`config.mk`:
```
export PLATFORM = sky130hd
export DESIGN_NAME = joy_drp_scanner
export DESIGN_NICKNAME = d
export VERILOG_FILES = /design/src/rtl/joy_pkg.sv /design/src/rtl/joy_axis_hyst.sv /design/src/rtl/joy_drp_scanner.sv
export SDC_FILE = /design/constraint.sdc
export NUM_CORES = 1
export LEC_CHECK = 0
export ABC_CLOCK_PERIOD_IN_PS = 1800
export CORE_MARGIN = 4
export CORE_UTILIZATION = 45
export DETAILED_ROUTE_END_ITERATION = 6
export PLACE_DENSITY_LB_ADDON = 0.08
export SYNTH_ARGS = -nofsm -noshare
export SYNTH_HDL_FRONTEND = slang
export SYNTH_SLANG_ARGS = --single-unit
```
`constraint.sdc`:
```
create_clock -name CLK100MHZ -period 1.8 [get_ports CLK100MHZ]
set_clock_uncertainty 0.1 [all_clocks]
set_input_delay 0.27 -clock CLK100MHZ [delete_from_list [all_inputs] [get_ports CLK100MHZ]]
set_output_delay 0.27 -clock CLK100MHZ [all_outputs]
set_load 0.01 [all_outputs]
```
`src/rtl/joy_pkg.sv`:
```
// Shared types and constants for the joystick DRP scanner.
//   state_t    : sequencer states (IDLE, REQ, WAIT, UPDATE)
//   DEF_ADDR_Y : default DRP address of the Y-axis channel (VAUX6)
//   DEF_ADDR_X : default DRP address of the X-axis channel (VAUX14)
//   level_t    : 4-bit axis level taken from the top nibble of a conversion
package joy_pkg;

    typedef enum logic [1:0] {
        ST_IDLE,
        ST_REQ,
        ST_WAIT,
        ST_UPDATE
    } state_t;

    localparam logic [6:0] DEF_ADDR_Y = 7'h16;
    localparam logic [6:0] DEF_ADDR_X = 7'h1E;

    typedef logic [3:0] level_t;

endpackage

```
`src/rtl/joy_axis_hyst.sv`:
```
// Per-axis hysteresis: turns a 4-bit level into a high and a low direction
// flag. The flags change only when upd is asserted; otherwise they hold.
//   clk, rst_n : clock, asynchronous active-low reset
//   upd        : evaluate the new level this cycle
//   level      : new 4-bit axis level
//   hi         : high-direction flag (up / right)
//   lo         : low-direction flag (down / left)
module joy_axis_hyst
    import joy_pkg::*;
#(
    parameter int unsigned HI_ON  = 10,
    parameter int unsigned HI_OFF = 8,
    parameter int unsigned LO_ON  = 1,
    parameter int unsigned LO_OFF = 3
) (
    input  logic   clk,
    input  logic   rst_n,
    input  logic   upd,
    input  level_t level,
    output logic   hi,
    output logic   lo
);

    localparam level_t HI_ON_L  = level_t'(HI_ON);
    localparam level_t HI_OFF_L = level_t'(HI_OFF);
    localparam level_t LO_ON_L  = level_t'(LO_ON);
    localparam level_t LO_OFF_L = level_t'(LO_OFF);

    // Between the on and off thresholds the previous flag value is kept.
    function automatic logic hi_next(input logic cur, input level_t l);
        if (l >= HI_ON_L)
            return 1'b1;
        else if (l <= HI_OFF_L)
            return 1'b0;
        else
            return cur;
    endfunction

    function automatic logic lo_next(input logic cur, input level_t l);
        if (l <= LO_ON_L)
            return 1'b1;
        else if (l >= LO_OFF_L)
            return 1'b0;
        else
            return cur;
    endfunction

    always_ff @(posedge clk or negedge rst_n) begin
        if (!rst_n) begin
            hi <= 1'b0;
            lo <= 1'b0;
        end else if (upd) begin
            hi <= hi_next(hi, level);
            lo <= lo_next(lo, level);
        end
    end

endmodule

```
`src/rtl/joy_drp_scanner.sv`:
```
// Joystick scanner: alternately reads the Y (VAUX6) and X (VAUX14) XADC
// channels over DRP, keeps the top nibble of each conversion as the axis
// level and derives up/down/right/left flags through hysteresis.
//   CLK100MHZ, clr_n     : clock, asynchronous active-low reset
//   daddr, den           : DRP address and one-cycle read enable
//   drdy, do_in          : DRP read-data strobe and data
//   vry, vrx             : latest Y / X levels
//   up, down, right, left: direction flags
//   sample_valid         : one-cycle strobe after an axis update
//   timeout_err          : sticky, set when drdy never arrives
module joy_drp_scanner
    import joy_pkg::*;
#(
    parameter int unsigned SAMPLE_PERIOD = 100000,
    parameter int unsigned TIMEOUT       = 255,
    parameter logic [6:0]  ADDR_Y        = DEF_ADDR_Y,
    parameter logic [6:0]  ADDR_X        = DEF_ADDR_X,
    parameter int unsigned HI_ON         = 10,
    parameter int unsigned HI_OFF        = 8,
    parameter int unsigned LO_ON         = 1,
    parameter int unsigned LO_OFF        = 3
) (
    input  logic        CLK100MHZ,
    input  logic        clr_n,
    output logic [6:0]  daddr,
    output logic        den,
    input  logic        drdy,
    input  logic [15:0] do_in,
    output logic [3:0]  vry,
    output logic [3:0]  vrx,
    output logic        up,
    output logic        down,
    output logic        right,
    output logic        left,
    output logic        sample_valid,
    output logic        timeout_err
);

    localparam int PW = (SAMPLE_PERIOD > 1) ? $clog2(SAMPLE_PERIOD) : 1;
    localparam int TW = (TIMEOUT > 1) ? $clog2(TIMEOUT + 1) : 1;
    localparam logic [PW-1:0] PER_LAST = PW'(SAMPLE_PERIOD - 1);
    localparam logic [TW-1:0] TO_LAST  = TW'(TIMEOUT - 1);

    state_t        state, state_n;
    logic [PW-1:0] per_cnt;
    logic          tick;
    logic [TW-1:0] to_cnt;
    logic          chan_x;      // 0 = Y channel selected, 1 = X channel
    logic          capture;
    logic          to_expire;
    level_t        new_level;
    logic          unused_bits;

    assign new_level = do_in[15:12];
    // Only the top nibble feeds the level; the rest of the conversion is dropped.
    assign unused_bits = ^do_in[11:0];

    // Address follows the channel select, which only moves in UPDATE, so it
    // is stable throughout REQ and WAIT.
    assign daddr = chan_x ? ADDR_X : ADDR_Y;

    // Free-running period counter; tick is the registered wrap strobe.
    always_ff @(posedge CLK100MHZ or negedge clr_n) begin
        if (!clr_n) begin
            per_cnt <= '0;
            tick    <= 1'b0;
        end else begin
            tick    <= (per_cnt == PER_LAST);
            per_cnt <= (per_cnt == PER_LAST) ? '0 : per_cnt + PW'(1);
        end
    end

    always_comb begin
        state_n      = state;
        den          = 1'b0;
        sample_valid = 1'b0;
        capture      = 1'b0;
        to_expire    = 1'b0;
        case (state)
            ST_IDLE: begin
                if (tick)
                    state_n = ST_REQ;
            end
            ST_REQ: begin
                den     = 1'b1;
                state_n = ST_WAIT;
            end
            ST_WAIT: begin
                // drdy takes priority over an expiring timeout in the same cycle.
                if (drdy) begin
                    capture = 1'b1;
                    state_n = ST_UPDATE;
                end else if (to_cnt == TO_LAST) begin
                    to_expire = 1'b1;
                    state_n   = ST_IDLE;
                end
            end
            ST_UPDATE: begin
                sample_valid = 1'b1;
                state_n      = ST_IDLE;
            end
            default: state_n = ST_IDLE;
        endcase
    end

    always_ff @(posedge CLK100MHZ or negedge clr_n) begin
        if (!clr_n) begin
            state       <= ST_IDLE;
            to_cnt      <= '0;
            chan_x      <= 1'b0;
            timeout_err <= 1'b0;
            vry         <= '0;
            vrx         <= '0;
        end else begin
            state <= state_n;
            if (state == ST_REQ)
                to_cnt <= '0;
            else if (state == ST_WAIT && !drdy)
                to_cnt <= to_cnt + TW'(1);
            if (to_expire)
                timeout_err <= 1'b1;
            if (state == ST_UPDATE)
                chan_x <= ~chan_x;
            if (capture && !chan_x)
                vry <= new_level;
            if (capture && chan_x)
                vrx <= new_level;
        end
    end

    // Flags are evaluated on the capture edge so they appear together with
    // the new level and the sample_valid strobe.
    joy_axis_hyst #(
        .HI_ON (HI_ON),
        .HI_OFF(HI_OFF),
        .LO_ON (LO_ON),
        .LO_OFF(LO_OFF)
    ) u_hyst_y (
        .clk  (CLK100MHZ),
        .rst_n(clr_n),
        .upd  (capture & ~chan_x),
        .level(new_level),
        .hi   (up),
        .lo   (down)
    );

    joy_axis_hyst #(
        .HI_ON (HI_ON),
        .HI_OFF(HI_OFF),
        .LO_ON (LO_ON),
        .LO_OFF(LO_OFF)
    ) u_hyst_x (
        .clk  (CLK100MHZ),
        .rst_n(clr_n),
        .upd  (capture & chan_x),
        .level(new_level),
        .hi   (right),
        .lo   (left)
    );

endmodule
```
==> results.txt, run 1 <==
The flow ran to the end, and the final reports show no timing, DRC or antenna violations. The number of top-level pins is 41. During synthesis, Yosys emitted a total of 0 warnings. Of the post-synthesis cell area, the dominant cell type holds 0.536. The detailed router finished its first iteration with 71 violations.

In the layout the commonest cells are 41 x sky130_fd_sc_hd__dfrtp_1, 19 x sky130_fd_sc_hd__clkdlybuf4s50_1, 17 x sky130_fd_sc_hd__nor2_1, 12 x sky130_fd_sc_hd__buf_4, 10 x sky130_fd_sc_hd__nand2_1. The static leakage power came out at ~1.1 nW. The clock slew at the register clock pins of the worst setup and hold paths is 80 ps. The sequential fraction of design power came out at 0.455. Leaving out fill and tap cells, the most frequent cell in the layout is sky130_fd_sc_hd__dfrtp_1. Of all cell types, the one taking the most synthesized area is sky130_fd_sc_hd__dfrtp_1. The port buffer count came out at 22. The final worst slack is 114 ps. The portion of total power attributed to the clock network came out at 0.205. Setup repair after global routing left no endpoint under its margin.

The transition time of the tightest slew-check pin came out at ~510 ps. The number of buffers created by CTS is 5. The critical path is of the reg -> reg type. The hold violation count in the final report was 0. The normalized max-slew margin came out at 0.662. The cell sitting at the root of the clock tree is a sky130_fd_sc_hd__clkbuf_8. Across every metal layer, demand over resource in global routing totals 0.155.

The via count of the first global-routing pass was 1,399. The count of unique library cells instantiated by Yosys is 36. The number of synthesized flops with an enable pin is 0. The final count of negative-setup-slack endpoints came out at 0.

STA classifies the critical path endpoint as a flip-flop. The flip-flop and latch count after synthesis is between 40 and 50. Yosys attributes the largest share of cell area to sky130_fd_sc_hd__dfrtp_1 54%, sky130_fd_sc_hd__mux2_2 4.6%, sky130_fd_sc_hd__xor2_1 3.6%. The signal arrival time at the worst endpoint is 1810 ps. The leading register cell type out of synthesis is sky130_fd_sc_hd__dfrtp_1.

The initial antenna violation count came out at 0. The number of detailed-routing iterations run before antenna repair is 4. The clock net sink count is 42. For the worst-skew pair, the clock arrives at the later sink with an insertion delay of around 290 ps.

The number of cell instances on the worst register-to-register path is 6. The maximum vdd ir drop came out at between 0.4 and 0.5 mV. The pre-CTS worst setup slack came out at -24.5 ps. The maximum buffer depth of the clock tree is 2. The internal portion of the total power is between 0.0015 and 0.002 W. The setup slack of the worst register-to-register path is between 100 and 150 ps. The shortest period the worst path allows is 1690 ps. After technology mapping, the gate count stands at 178. The floorplan step set the die width to between 70 and 80 µm. The half-perimeter wire length after detailed placement came out at ~2800 µm. The netlist area before placement is between 1500 and 2000 µm².

The TritonCTS clock tree is yes. The final routed wire length divided by cell count came out at about 15 µm. The combinational fraction of design power came out at 0.339. STA classifies the critical path startpoint as a flip-flop. The die area is between 5000 and 6000 µm².

The weighted congestion reported at the end of routability-driven placement is about 0.78. The number of DRC violations after detailed routing came out at 0. In the final layout, the share of cells above drive strength 1 is 0.160. For this block, the via count after detailed routing is ~1,400. Each instance of the synthesized netlist takes up on average 11.0 µm². For this run, the post-layout net count is between 200 and 250. The number of cell rows is 23. The design draws around 0.0028 W. The total wire length after detailed routing is ~3800 µm.

The first global-routing pass estimated 6490 µm of wire. The maximum number of pins on one net before global-route repair came out at 23. The starting density of the core is 0.476. The analysis attributes to net switching a power of about 0.00085 W. The total congestion overflow is 0. The detail-routed via count per cell is about 5.3.

The data required time at the worst endpoint came out at slightly below 2000 ps. The diode insertion count for antenna repair is 0. The number of nets with antenna violations after routing came out at 0. The count of maximum capacitance violations is 0.

The switching part of the total is 0.300. The share of async-settable or async-resettable flops after synthesis is 1.00. The CTS H-tree depth is 2. The area added between synthesis and finish is 21.9%. The portion of the clock cycle consumed by the worst path in the final layout is 0.937. The total power per unit cell area came out at 1190 nW/µm². The sequential-to-total area share from yosys stat is 0.536. The largest fanout on the critical path came out at 8.

The die height is between 70 and 80 µm. The achievable frequency is just under 0.6 GHz. The region available for standard cell placement spans a little over 4000 µm². The min-delay analysis places its worst path in the category in -> async. The max-slew violation total from the final report came out at 0.
## logic make-up after synthesis
group	Yosys count	share of synthesized area
flops	42	0.536
simple gates	66	0.193
buf+inv	15	0.0491
other cells	2	0.00383
mux	10	0.0562
compound gates	25	0.0759
fa+ha+maj	3	0.0191
xor+xnor	15	0.0670
## final cells by class
type,instances,area [µm²]
flip-flops and latches,42,1050
multi-input cells,125,841
inverters,4,15.0
fillers,360,1730
repair buffers,36,337
well taps,50,62.6
clock buffers,6,82.6
## power by group through the flow
stage | clock [W] | sequential (W) | combinational, W
final | 0.000585 | 0.00130 | 0.000966
after global routing | 0.000649 | 0.00133 | 0.00105
after CTS | 0.000606 | 0.00129 | 0.000965
after detailed placement | 0 | 0.00131 | 0.000911
after global placement | 0 | 0.00130 | 0.000875
after floorplan | 0 | 0.00135 | 0.000419
## worst paths after layout
| check | startpoint | endpoint |
|---|---|---|
| hold / removal | clr_n | to_cnt[4] |
| setup / recovery | state[0] | u_hyst_y.hi |
| min in group CLK100MHZ | per_cnt[0] | per_cnt[0] |
| max in group asynchronous | clr_n | state[0] |
| hold reg to reg | per_cnt[0] | per_cnt[0] |
| setup reg to reg | state[0] | u_hyst_y.hi |
## critical path, stage by stage (launching register included)
cell and delay (ps):
sky130_fd_sc_hd__dfrtp_2 440, sky130_fd_sc_hd__buf_4 150, sky130_fd_sc_hd__nor2b_1 260, sky130_fd_sc_hd__nand3b_1 140, sky130_fd_sc_hd__buf_4 190, sky130_fd_sc_hd__o21ai_0 200
sky130_fd_sc_hd__a22o_1 150
## Yosys cell counts, types with 2 or more instances
cell type	n
sky130_fd_sc_hd__a21oi_1	3
sky130_fd_sc_hd__a22o_1	4
sky130_fd_sc_hd__and2_1	3
sky130_fd_sc_hd__and3_1	2
sky130_fd_sc_hd__and4_1	6
sky130_fd_sc_hd__buf_2	2
sky130_fd_sc_hd__buf_4	8
sky130_fd_sc_hd__conb_1	2
sky130_fd_sc_hd__dfrtp_1	42
sky130_fd_sc_hd__ha_1	3
sky130_fd_sc_hd__inv_1	3
sky130_fd_sc_hd__mux2_2	8
sky130_fd_sc_hd__mux2i_1	2
sky130_fd_sc_hd__nand2_1	10
sky130_fd_sc_hd__nand2b_1	2
sky130_fd_sc_hd__nand3_1	10
sky130_fd_sc_hd__nand4_1	6
sky130_fd_sc_hd__nor2_1	17
sky130_fd_sc_hd__nor2b_1	2
sky130_fd_sc_hd__nor4bb_1	2
sky130_fd_sc_hd__o21ai_0	8
sky130_fd_sc_hd__o21ai_1	5
sky130_fd_sc_hd__o22ai_1	2
sky130_fd_sc_hd__xnor2_1	7
sky130_fd_sc_hd__xor2_1	8
## state kept, by name, summed over array words and instances (netlist names)
register	cells
state	2
to_cnt	8
vry	4
tick	1
u_hyst_y.lo	1
vrx	4
per_cnt	17
u_hyst_x.hi	1
chan_x	1
u_hyst_y.hi	1
timeout_err	1
u_hyst_x.lo	1
## layer usage
metal / vias up / track usage / share of wire
li1: 679 / - / -
met1: 690 / 0.189 / 0.43
met2: 21 / 0.269 / 0.52
met3: 6 / 0.0459 / 0.039
met4: 0 / 0.0443 / 0.011
met5: - / 0 / 0
## per-stage QoR
stage           util  TNS (ps)  hold WS, ps  std cells  cell area [µm²]
6_report       0.581         0          377        263             2390
2_1_floorplan      -         0         -126        182             1980
3_3_place_gp   0.547         0          164        252             2250
4_1_cts        0.577         0          377        262             2370
5_1_grt        0.581         0          406        263             2390
3_5_place_dp   0.547     -51.9          173        252             2250
## what timing repair did
item / in CTS / in global routing
setup buffers: 3 / 1
hold endpoints to repair: 20 / 0
pin swaps: 0 / 1
setup endpoints to repair: 2 / 8
hold buffers: 1 / 0
resized for setup: 3 / 2
(Power assumes the default switching activity.)
==> inputs of run 2 (changes only) <==
--- a/config.mk
+++ b/config.mk
@@ -5,7 +5,7 @@
 export SDC_FILE = /design/constraint.sdc
 export NUM_CORES = 1
 export LEC_CHECK = 0
-export ABC_CLOCK_PERIOD_IN_PS = 1800
+export ABC_CLOCK_PERIOD_IN_PS = 1540
 export CORE_MARGIN = 4
 export CORE_UTILIZATION = 45
 export DETAILED_ROUTE_END_ITERATION = 6
==> constraint.sdc (replaced) <==
create_clock -name CLK100MHZ -period 1.54 [get_ports CLK100MHZ]
set_clock_uncertainty 0.1 [all_clocks]
set_input_delay 0.231 -clock CLK100MHZ [delete_from_list [all_inputs] [get_ports CLK100MHZ]]
set_output_delay 0.231 -clock CLK100MHZ [all_outputs]
set_load 0.01 [all_outputs]
==> run 2 against run 1 <==
Design area is 7.7% higher. Combinational power is 23% higher. Utilization grew 4.5 points. Via count rose by 5.2%. Power increased by 24%. Global-route usage decreased by 0.13 points. Critical path type unchanged.
==> results.txt, run 2 (same netlist as run 1, synthesis figures left out) <==
The run finished with clean final reports. The clock insertion delay at the later pin of the skew report came out at about 300 ps. In this run the deepest clock path goes through 2 buffers.

The largest registers in the layout are per_cnt x17, to_cnt x8. TritonCTS built the clock tree. The detail-routed via count per cell came out at around 5.2. The global-route wire length before repair came out at roughly 6500 µm.

The total wire length after detailed routing came out at approximately 4000 µm. The largest fanout on the critical path came out at 6. The final count of negative-setup-slack endpoints came out at 0.

The achievable frequency came out at around 0.67 GHz. The register with the most flip-flops in the layout has 17 of them. The critical path starts at per_cnt[9].

The count of maximum capacitance violations came out at 0. The repair_antennas step left the layout with diodes totalling 0. The max-slew violation total from the final report came out at 0. The hold violation count in the final report is 0. The final routed wire length divided by cell count came out at approximately 14 µm. The H-tree was split into 2 levels. The post-layout instance count excluding filler cells came out at 280. Subtracting the final worst setup slack from the clock period gives 1500 ps. More flip-flops sit in one register than any other, and that register is per_cnt.

STA puts the critical path data arrival time at 1580 ps. The number of cell rows came out at 23. The signal on the critical path passes through nor4bb_1 > and4_2 > nand2b_4 > mux2i_1. The core region is ~4100 µm². The maximum number of pins on one net before global-route repair is 24. The cell sitting at the root of the clock tree is a sky130_fd_sc_hd__clkbuf_8.

The startpoint of the most critical register-to-register path is per_cnt[9]. Buffers placed on the I/O ports in this run total 22. The largest individual stage delay along the critical path comes from the cell sky130_fd_sc_hd__dfrtp_2. The number of nets with antenna violations after routing is 0. The largest single stage delay on the critical path is 410 ps. The setup total negative slack came out at 0 ps.

Setup repair after global routing could not meet its margin everywhere. The via count of the first global-routing pass is approximately 1,500. The routed layout has between 1,000 and 1,500 vias. The placed cell count came out at about 270.

STA classifies the critical path startpoint as a flip-flop. Measured on the finished design, the core utilization comes to 0.626. The die is 74.0 µm wide. The first TritonRoute pass finished after 4 iterations. STA classifies the critical path endpoint as a flip-flop. The total power per unit cell area came out at 1370 nW/µm². The critical path in this run is classified as reg -> reg. In the layout the commonest cells are 41 x sky130_fd_sc_hd__dfrtp_1, 23 x sky130_fd_sc_hd__buf_4, 16 x sky130_fd_sc_hd__nor2_1, 10 x sky130_fd_sc_hd__nand2_1, 9 x sky130_fd_sc_hd__nand3_1. The area added between synthesis and finish is 31.3%.

The clock slew at the register clock pins of the worst setup and hold paths is roughly 80 ps. The total congestion overflow is 0. The die area is 5480 µm². The DRC violation total after the first TritonRoute iteration is 99. The worst min-delay path class is in -> async. The final net count came out at approximately 250. The starting density of the core came out at 0.476. The number of top-level pins is 41.

The portion of the clock cycle consumed by the worst path in the final layout is 0.974. The die height came out at 74.0 µm. Summed over all nets, the half-perimeter wirelength after detailed placement is around 2900 µm.

The weighted congestion reported at the end of routability-driven placement is around 0.83. The initial antenna violation count came to 0. The number of DRC violations after detailed routing is 0. The fraction of final layout cells with drive strength greater than 1 is 0.265. The maximum vdd ir drop is 0.591 mV.

The total routing usage reported by global routing came out at 0.154. For this design the static power due to leakage is about 1.3 nW. TritonCTS created 5 clock buffers. The data required time at the worst endpoint came out at approximately 1600 ps. The most common cell after layout, fill and taps aside is sky130_fd_sc_hd__dfrtp_1. The clock net sink count is 42.
==> run 2: final cells by class <==
class / instances / area [µm²]
Sequential cell: 42 / 1050
Clock inverter: 1 / 30.0
Timing Repair Buffer: 51 / 458
Fill cell: 336 / 1540
Tap cell: 50 / 62.6
Inverter: 4 / 15.0
Clock buffer: 7 / 76.3
Multi-Input combinational cell: 125 / 881
==> run 2: stage by stage <==
stage                     power [W]  setup WS (ps)  hold slack, ps  area (µm²)
after floorplan             0.00207          -11.3            -165        2000
final                       0.00353           40.2             332        2570
after CTS                   0.00352          -15.3             342        2500
after global placement      0.00261           -228             111        2360
after detailed placement    0.00265           -237             121        2360
after global routing        0.00374          -7.90             362        2570
==> run 2: report_power, final <==
part           total, W  leakage [nW]  switching [W]  internal [W]
Clock          0.000851        0.0524       0.000365      0.000485
Combinational   0.00119         0.683       0.000515      0.000672
Sequential      0.00149         0.536       0.000155       0.00133
Total           0.00353          1.27        0.00104       0.00249
==> run 2: worst max-delay path: cells and delay by family, from the launching register on <==
kind / cells / cell delay [ps]
DFF: 1 / 410
muxes: 1 / 60
and+or+nand+nor: 3 / 820
==> run 2: per-layer routing <==
| metal | part of all wire | up-vias | track usage |
|---|---|---|---|
| met5 | 0 | - | 0 |
| met4 | 0.017 | 0 | 0.0684 |
| met3 | 0.044 | 8 | 0.0365 |
| met2 | 0.50 | 33 | 0.268 |
| met1 | 0.44 | 713 | 0.181 |
| li1 | - | 715 | - |
==> run 2: final timing paths <==
check,end,slack [ps],cells past startpoint
max,per_cnt[15],40,4
min,to_cnt[1],330,3
min reg2reg,to_cnt[7],380,1
max reg2reg,per_cnt[15],40,4
max in group asynchronous,per_cnt[7],760,3
min in group CLK100MHZ,to_cnt[7],380,1
==> run 2: timing repair <==
action	in CTS	in global routing
buffers inserted	2	2
hold buffers	1	0
resized for setup	11	27
pin swaps	0	5
setup endpoints to repair	8	31
hold endpoints to repair	42	0
==> inputs of run 3 (changes only) <==
--- a/config.mk
+++ b/config.mk
@@ -6,10 +6,14 @@
 export NUM_CORES = 1
 export LEC_CHECK = 0
 export ABC_CLOCK_PERIOD_IN_PS = 1540
+export CELL_PAD_IN_SITES_DETAIL_PLACEMENT = 0
+export CELL_PAD_IN_SITES_GLOBAL_PLACEMENT = 2
 export CORE_MARGIN = 4
-export CORE_UTILIZATION = 45
+export CORE_UTILIZATION = 29
 export DETAILED_ROUTE_END_ITERATION = 6
+export MAX_ROUTING_LAYER = met4
 export PLACE_DENSITY_LB_ADDON = 0.08
+export SLEW_MARGIN = 20
 export SYNTH_ARGS = -nofsm -noshare
 export SYNTH_HDL_FRONTEND = slang
 export SYNTH_SLANG_ARGS = --single-unit
==> run 3 against run 2 <==
Sequential power hardly changed. Design area is 3.2% higher. Largest power group unchanged. Die area is 49% higher. Critical endpoint is now vry[3].
==> results.txt, run 3 (same netlist as run 1, synthesis figures left out) <==
The post-route cell area is ~2700 µm². The final net count came out at between 200 and 300. The starting density of the core is 0.304. The congestion estimate from routability-driven global placement came to ~0.78. The max-slew violation total from the final report came out at 0. The routed length on met1 came out at a little under 2000 µm. Measured along the y axis, the die boundary spans ~90 µm.

Counting the buffers created by CTS gives 5. The number of detailed-routing iterations run before antenna repair came out at 4. The filler cells instantiated in the layout total approximately 640. The first global-routing pass estimated 7110 µm of wire.

The area added between synthesis and finish came out at 35.5%. Static timing analysis puts the maximum clock frequency at about 0.66 GHz. Row generation in the floorplan step produced 29 rows.

After detailed routing, the average wire length per cell comes to about 14 µm. The number of flip-flops under the largest register name is 17. The hold violation count in the final report is 0. The clock slew at the register clock pins of the worst setup and hold paths came out at roughly 80 ps.

The run finished with clean final reports. The number of nets with antenna violations after routing is 0. The kind of critical path is reg -> reg. The library cell contributing the largest single delay on the critical path is sky130_fd_sc_hd__dfrtp_1.

The CTS root buffer is sky130_fd_sc_hd__clkbuf_8. The startpoint of the most critical register-to-register path is state[1]. The diode insertion count for antenna repair is 0. The number of top-level pins is 41. The half-perimeter wire length after detailed placement came out at around 3000 µm.

The number of DRC violations after detailed routing is 0. The setup slack of the worst register-to-register path came out at around 25 ps. The total routing usage reported by global routing is 0.110. The DRC violation total after the first TritonRoute iteration is 54. The CTS H-tree depth came out at 2. The uppermost layer routed is met4.

The worst hold path belongs to the class in -> async. In this run the cell area measured after placement is approximately 2400 µm². The width of the die came out at 90.2 µm. Entering global routing, the biggest net connects 30 pins. After detailed routing, the number of vias per cell comes to roughly 4.7. Leaving out fill and tap cells, the most frequent cell in the layout is sky130_fd_sc_hd__dfrtp_1.

The maximum vdd ir drop came out at 0.532 mV. The dominant cell type by count on the critical path is sky130_fd_sc_hd__buf_6. The portion of the clock cycle consumed by the worst path in the final layout is 0.984. The critical path goes through buf_6 > nor2b_2 > nand3b_1 > buf_6 > mux2_2. TritonCTS built the clock tree. The kind of start point of the critical path is a flip-flop. The routed wire length on met3 came out at around 160 µm.

The clock insertion delay at the later pin of the skew report is ~290 ps. The placed cell count is ~300. Setup violations remaining at the end of the flow were counted as 0. The capture instance of the worst register-to-register path is vry[3].

The clock net sink count came out at 42. The largest incremental delay on the critical path came out at approximately 410 ps. The area taken by flip-flops and latches came out at around 1100 µm². The total congestion overflow is 0. The via count of the first global-routing pass came to 1,464. The shortest period the worst path allows is 1520 ps.

The die area is a little over 8000 µm². The initial antenna violation count is 0. In this run the power density over the cells is roughly 1300 nW/µm².

The largest fanout on the critical path came out at 8. The count of maximum capacitance violations is 0. The maximum buffer depth of the clock tree is 2. The analysis attributes to cell leakage a power of approximately 1.3 nW. The fraction of final layout cells with drive strength greater than 1 is 0.283. The footprint of the multi-input gates is between 800 and 900 µm². After detailed routing, the met2 layer carries approximately 2000 µm of wire. The data required time at the worst endpoint came out at 1620 ps. Measured in cells, the most critical reg-to-reg path has a length of 5. The post-layout instance count excluding filler cells came out at between 300 and 400.

In this run the standard cell core region covers 6460 µm². The total chip power is 0.00342 W. The total wire length after detailed routing is 4200 µm. The port buffer count came out at 22. Summing over every cut layer, the via total after detailed routing is about 1,400.

Setup repair after global routing could not meet its margin everywhere. The kind of capture point of the worst setup path is a flip-flop. The register with the most flip-flops is per_cnt. The signal arrival time at the worst endpoint came out at between 1500 and 2000 ps. The largest registers in the layout are per_cnt x17, to_cnt x8. The library cells used most frequently in the layout, excluding fill and tap cells, are 42 x sky130_fd_sc_hd__dfrtp_1, 23 x sky130_fd_sc_hd__buf_4, 15 x sky130_fd_sc_hd__nor2_1, 10 x sky130_fd_sc_hd__nand2_1.
==> run 3: cell type report <==
type | instances | area share
clock buffers | 6 | 0.0311
clock inverters | 2 | 0.00471
inverters | 4 | 0.00565
multi-input cells | 125 | 0.337
flip-flops and latches | 42 | 0.395
well taps | 77 | 0.0363
repair buffers | 54 | 0.190
==> run 3: worst max-delay path by stage <==
stage,startpoint,endpoint,slack [ps],depth (start not counted)
6_report,state[1],vry[3],20,5
5_1_grt,state[0],to_cnt[7],-30,7
2_1_floorplan,per_cnt[0],per_cnt[15],-10,7
3_5_place_dp,drdy,to_cnt[4],-240,4
4_1_cts,state[0],den,-3,4
3_3_place_gp,drdy,to_cnt[6],-220,5
==> run 3: stage by stage <==
step	worst slack (ps)	hold slack, ps	TNS (ps)	utilization
6_report	24.8	282	0	0.411
3_5_place_dp	-237	66.2	-2210	0.374
5_1_grt	-28.5	317	-109	0.411
4_1_cts	-2.98	284	-2.98	0.395
2_1_floorplan	-11.3	-165	-11.3	-
3_3_place_gp	-223	62.1	-1940	0.374
==> run 3: report_power, final <==
group          leakage, nW  internal, W  switching (W)
logic                0.712     0.000665       0.000507
clock network       0.0472     0.000361       0.000388
registers            0.538      0.00133       0.000161
==> run 3: layer usage <==
metal / vias to the layer above / GRT usage
li1: 723 / -
met1: 697 / 0.139
met2: 20 / 0.169
met3: 7 / 0.0301
met4: 0 / 0.0383
met5: - / -
==> run 3: worst max-delay path: cells and delay by family, from the launching register on <==
kind / cells / cell delay (ps)
flip-flops: 1 / 410
multiplexers: 1 / 340
buffers and inverters: 2 / 280
AND/OR/NAND/NOR: 2 / 270
==> run 3: what timing repair did <==
action | CTS | global route
pin swaps | 1 | 6
buffers inserted | 2 | 4
gates resized for setup | 15 | 26
hold buffers | 1 | 0
setup endpoints to repair | 12 | 31
endpoints found under the hold margin | 13 | 0
